[config.mk]
export PLATFORM = sky130hd
export DESIGN_NAME = nec_ir_tx
export DESIGN_NICKNAME = d
export VERILOG_FILES = /design/src/rtl/nec_ir_tx.sv
export SDC_FILE = /design/constraint.sdc
export NUM_CORES = 1
export LEC_CHECK = 0
export ABC_AREA = 1
export CORE_MARGIN = 5
export CORE_UTILIZATION = 45
export DETAILED_ROUTE_END_ITERATION = 6
export DONT_BUFFER_PORTS = 1
export PLACE_DENSITY = 0.59
export RECOVER_POWER = 50
export SLEW_MARGIN = 30
export SYNTH_ARGS = -nofsm -noshare
export SYNTH_HDL_FRONTEND = slang
export SYNTH_SLANG_ARGS = --single-unit
[constraint.sdc]
create_clock -name sys_clk -period 9.7 [get_ports sys_clk]
set_input_delay 2.425 -clock sys_clk [delete_from_list [all_inputs] [get_ports sys_clk]]
set_output_delay 2.425 -clock sys_clk [all_outputs]
set_load 0.02 [all_outputs]
[src/rtl/nec_ir_tx.sv]
// NEC infrared frame generator: leader, 32 LSB-first data bits, stop burst, then
// repeat codes every T_PERIOD cycles while hold stays asserted at each period end.
module nec_ir_tx #(
    parameter int T_LEAD_L    = 450000,
    parameter int T_LEAD_H    = 225000,
    parameter int T_REP_H     = 112500,
    parameter int T_MARK      = 28000,
    parameter int T_ONE_H     = 84500,
    parameter int T_ZERO_H    = 28000,
    parameter int T_PERIOD    = 5500000,
    parameter int CARRIER_DIV = 1316
) (
    input  logic       sys_clk,
    input  logic       sys_rst,
    input  logic       start,
    input  logic [7:0] addr,
    input  logic [7:0] data,
    input  logic       hold,
    output logic       busy,
    output logic       done,
    output logic       ir_out,
    output logic       ir_led
);

    typedef enum logic [3:0] {
        IDLE,
        LEAD_L,
        LEAD_H,
        BIT_L,
        BIT_H,
        STOP_L,
        GAP,
        REP_L,
        REP_H,
        REP_STOP
    } state_t;

    localparam logic [22:0] D_LEAD_L = 23'(T_LEAD_L - 1);
    localparam logic [22:0] D_LEAD_H = 23'(T_LEAD_H - 1);
    localparam logic [22:0] D_REP_H  = 23'(T_REP_H - 1);
    localparam logic [22:0] D_MARK   = 23'(T_MARK - 1);
    localparam logic [22:0] D_ONE_H  = 23'(T_ONE_H - 1);
    localparam logic [22:0] D_ZERO_H = 23'(T_ZERO_H - 1);
    localparam logic [22:0] P_LAST   = 23'(T_PERIOD - 1);
    localparam logic [10:0] C_LAST   = 11'(CARRIER_DIV - 1);
    localparam logic [10:0] C_HALF   = 11'(CARRIER_DIV / 2);

    state_t      state;
    state_t      next_state;
    logic [22:0] state_cnt;
    logic [22:0] state_last;
    logic [22:0] period_cnt;
    logic [31:0] shift;
    logic [5:0]  bit_cnt;
    logic [10:0] carrier_cnt;
    logic        at_last;
    logic        gap_end;
    logic        mark_now;
    logic        mark_next;

    function automatic logic is_mark(input state_t s);
        return (s == LEAD_L) || (s == BIT_L) || (s == STOP_L) ||
               (s == REP_L)  || (s == REP_STOP);
    endfunction

    assign mark_now  = is_mark(state);
    assign mark_next = is_mark(next_state);
    assign at_last   = (state_cnt == state_last);
    assign gap_end   = (state == GAP) && (period_cnt == P_LAST);

    assign busy   = (state != IDLE);
    assign ir_out = ~mark_now;
    assign ir_led = mark_now && (carrier_cnt < C_HALF);

    always_ff @(posedge sys_clk or posedge sys_rst) begin
        if (sys_rst) begin
            state <= IDLE;
        end else begin
            state <= next_state;
        end
    end

    // Final count of the current state; a data space depends on the bit in flight.
    always_comb begin
        state_last = D_MARK;
        case (state)
            LEAD_L:  state_last = D_LEAD_L;
            REP_L:   state_last = D_LEAD_L;
            LEAD_H:  state_last = D_LEAD_H;
            REP_H:   state_last = D_REP_H;
            BIT_H:   state_last = shift[0] ? D_ONE_H : D_ZERO_H;
            default: state_last = D_MARK;
        endcase
    end

    always_comb begin
        next_state = state;
        case (state)
            IDLE:     if (start)   next_state = LEAD_L;
            LEAD_L:   if (at_last) next_state = LEAD_H;
            LEAD_H:   if (at_last) next_state = BIT_L;
            BIT_L:    if (at_last) next_state = BIT_H;
            BIT_H:    if (at_last) next_state = (bit_cnt == 6'd31) ? STOP_L : BIT_L;
            STOP_L:   if (at_last) next_state = GAP;
            GAP:      if (gap_end) next_state = hold ? REP_L : IDLE;
            REP_L:    if (at_last) next_state = REP_H;
            REP_H:    if (at_last) next_state = REP_STOP;
            REP_STOP: if (at_last) next_state = GAP;
            default:  next_state = IDLE;
        endcase
    end

    // No state ever transitions to itself, so a state change always restarts the
    // in-state count; the period count restarts at frame start and each repeat.
    always_ff @(posedge sys_clk or posedge sys_rst) begin
        if (sys_rst) begin
            state_cnt   <= '0;
            period_cnt  <= '0;
            carrier_cnt <= '0;
            done        <= 1'b0;
        end else begin
            state_cnt <= (next_state != state) ? 23'd0 : state_cnt + 23'd1;

            if (state == IDLE) begin
                period_cnt <= '0;
            end else if (next_state == REP_L && state != REP_L) begin
                period_cnt <= '0;
            end else begin
                period_cnt <= period_cnt + 23'd1;
            end

            if (mark_next && !mark_now) begin
                carrier_cnt <= '0;
            end else if (mark_now && carrier_cnt != C_LAST) begin
                carrier_cnt <= carrier_cnt + 11'd1;
            end else begin
                carrier_cnt <= '0;
            end

            done <= gap_end && !hold;
        end
    end

    always_ff @(posedge sys_clk or posedge sys_rst) begin
        if (sys_rst) begin
            shift   <= '0;
            bit_cnt <= '0;
        end else if (state == IDLE && start) begin
            shift   <= {~data, data, ~addr, addr};
            bit_cnt <= '0;
        end else if (state == BIT_H && at_last) begin
            shift   <= {1'b0, shift[31:1]};
            bit_cnt <= bit_cnt + 6'd1;
        end
    end

endmodule

==> results.sh <==
export IMPL_status="finished, violations left"
export IMPL_violations="max-capacitance violations, max-slew violations"
export IMPL_fin_hold_ws_ps=465
export IMPL_path_class="primary input to asynchronous set/reset pin"
export IMPL_worst_path_max_delay_cell="clkbuf_1"
export IMPL_grt_max_degree=62
export IMPL_critPathTopFamily="buffers and inverters"
export IMPL_ys_top_cells_by_count="155 x nand2_1, 101 x nor2_1, 100 x dfrtp_1"
export IMPL_cts_tree="done"
export IMPL_clkTransAtPathRegs_ps=70
export IMPL_wl_per_cell_um=13.3
export IMPL_dieArea_um2=14700
export IMPL_via_per_inst=5.13
export IMPL_crit_chain="clkinvlp_2, clkbuf_1"
export IMPL_die_h_um=121
export IMPL_grt_overflow=0
export IMPL_nets=740
export IMPL_setup_viol_count_final=0
export IMPL_ant_nets=0
export IMPL_dieWidth_um=121
export IMPL_synth_most_common_cell="nand2_1"
export IMPL_grt_util_all_layers=0.175
export IMPL_htreeDepth=3
export IMPL_place_ws_ps=5230
export IMPL_worstSkewPairLatency_ps=350
export IMPL_antennaDiodeCount=0
export IMPL_grt_pass1_wl_um=21000
export IMPL_slew_viol_final=119
export IMPL_rsz0062_at_grt="false"
export IMPL_peakVddDrop_mv=0.0868
export IMPL_synth_edf_count=0
export IMPL_power_density_nw_per_um2=133
export IMPL_leakagePower_nw=2.67
export IMPL_hold_viol=0
export IMPL_setup_ws_ps=3670
export IMPL_routed_wl_um=11800
export IMPL_ys_types=39
export IMPL_worst_slew_pin_slew_ps=3210
export IMPL_root_buffer="clkbuf_16"
export IMPL_synthArstFlopShare=1.00
export IMPL_netlist_top_cells_area="dfrtp_1 45%, nand2_1 10%, nor2_1 6.8%"
export IMPL_yosys_warnings=0
export IMPL_hp_class="flop to flop"
export IMPL_yosysSeqAreaShare=0.450
export IMPL_synthCells=719
export IMPL_synth_seq_cells=100
export IMPL_postCtsHoldBufs=0
export IMPL_drt_initial_drc_count=327
export IMPL_cp_arrival_ps=5770
export IMPL_cts_resized=0
export IMPL_cp_max_fo=61
export IMPL_pin_count=24
export IMPL_synth_top_area_share=0.450
export IMPL_vias=4557
export IMPL_drtPass1Iterations=5
export IMPL_antenna_found_initial=0
export IMPL_cp_required_ps=9440
export IMPL_cts_made_buffers=9
export IMPL_min_period_over_period=0.622
export IMPL_gp_congestion=0.914
export IMPL_syn_nets=743
export IMPL_portBuffers=0
export IMPL_dp_cells=873
export IMPL_grt_pass1_vias=4530
export IMPL_start_util=0.461
export IMPL_max_stage_delay_ps=2330
export IMPL_max_freq_mhz=166
export IMPL_synthesis_area_um2=5560
export IMPL_yosysTopAreaCell="dfrtp_1"
export IMPL_drive_gt1_frac=0.0832
export IMPL_cp_end_kind="asynchronous set/reset pin"
export IMPL_path_buf_inv=2
export IMPL_startpoint_type="primary input"
export IMPL_row_count=40
export IMPL_period_minus_slack_ps=6030
export IMPL_maxCapViolCount=3
export IMPL_slew_headroom=-1.14
export IMPL_fin_cells=889
export IMPL_cts_setup_buffers=0
export IMPL_avgSynthCellArea_um2=7.73
export IMPL_drc=0
export IMPL_fill_cells=1170
export IMPL_coreArea_um2=12100
export IMPL_fin_tns_setup_ps=0
export IMPL_cts_sinks=100
export IMPL_clockBufferDepth=2
export IMPL_syn_to_final_growth_pct=7.84
export IMPL_fin_skew_ps=7.95
export IMPL_synthFlopType="dfrtp_1"
export IMPL_dpl_hpwl_um=8510
-- cell families (layout without fill, tap and decap cells) --
group	after synthesis	after routing	synth area share
adders and majority gates	4	4	0.00901
AOI/OAI and AO/OA	87	87	0.0876
DFF	100	100	0.450
xor gates and xnor gates	29	29	0.0457
buffers and inverters	102	104	0.0730
and+or+nand+nor	397	397	0.334
-- final cells by class --
class | count | area, µm² | share of cell area
flip-flops and latches | 100 | 2500 | 0.418
clock buffers | 11 | 243 | 0.0405
inverters | 84 | 318 | 0.0530
repair buffers | 4 | 15.0 | 0.00251
clock inverters | 5 | 67.6 | 0.0113
well taps | 168 | 210 | 0.0351
multi-input cells | 517 | 2640 | 0.440
-- final timing paths --
check                      slack, ps              startpoint                      end  cells past startpoint
min in group asynchronous       2380                 sys_rst  period_cnt[0]$_DFF_PP0_                      1
max in group sys_clk            3850                   start  state_cnt[22]$_DFF_PP0_                      9
setup reg to reg                4740      state[0]$_DFF_PP0_  state_cnt[22]$_DFF_PP0_                     13
hold / removal                   460  state_cnt[0]$_DFF_PP0_   state_cnt[0]$_DFF_PP0_                      1
setup / recovery                3670                 sys_rst  state_cnt[17]$_DFF_PP0_                      2
hold reg to reg                  460  state_cnt[0]$_DFF_PP0_   state_cnt[0]$_DFF_PP0_                      1
-- layer usage --
layer,share of wire,wire [µm],GRT usage,up-vias
met2,0.48,5660,0.291,70
li1,-,-,-,2323
met5,0,0,0,-
met1,0.47,5560,0.230,2153
met3,0.037,438,0.0396,11
met4,0.011,134,0.0482,0
-- placed cells by master (no fill, tap or decap), types with 2 or more instances in the layout --
cell | synthesis | layout
a21oi_1 | 14 | 14
a31oi_1 | 20 | 20
clkbuf_1 | 11 | 5
clkbuf_16 | 0 | 9
dfrtp_1 | 100 | 100
ha_1 | 4 | 4
inv_1 | 78 | 78
inv_2 | 4 | 3
inv_6 | 0 | 2
nand2_1 | 155 | 156
nand2_2 | 5 | 5
nand2_4 | 4 | 3
nand3_1 | 38 | 38
nand4_1 | 18 | 18
nor2_1 | 101 | 103
nor2_2 | 18 | 16
nor2_4 | 12 | 12
nor3_1 | 26 | 26
nor3b_1 | 8 | 8
nor4_1 | 5 | 5
o21ai_0 | 34 | 35
o21ai_1 | 11 | 10
or2_2 | 3 | 3
xnor2_1 | 7 | 7
xor2_1 | 22 | 22
-- stage by stage --
stage | utilization | total power, mW | area, µm²
finish | 0.497 | 0.799 | 5990
global route | 0.497 | 0.831 | 5990
CTS | 0.499 | 0.816 | 6020
detailed placement | 0.474 | 0.434 | 5710
global placement | 0.473 | 0.434 | 5710
floorplan | - | 0.431 | 5560
-- power by group --
group	switching (mW)	internal (mW)	leakage (nW)
clock	0.163	0.211	0.153
sequential	0	0.417	1.33
combinational	0.00775	0.000155	1.19
total	0.171	0.628	2.67
-- flip-flops by register name (all words and copies together), names as in the netlist --
signal / flops
state: 4
state_cnt: 23
period_cnt: 23
shift: 32
done: 1
carrier_cnt: 11
bit_cnt: 6
Note: power is estimated with default switching activity, not from simulation.
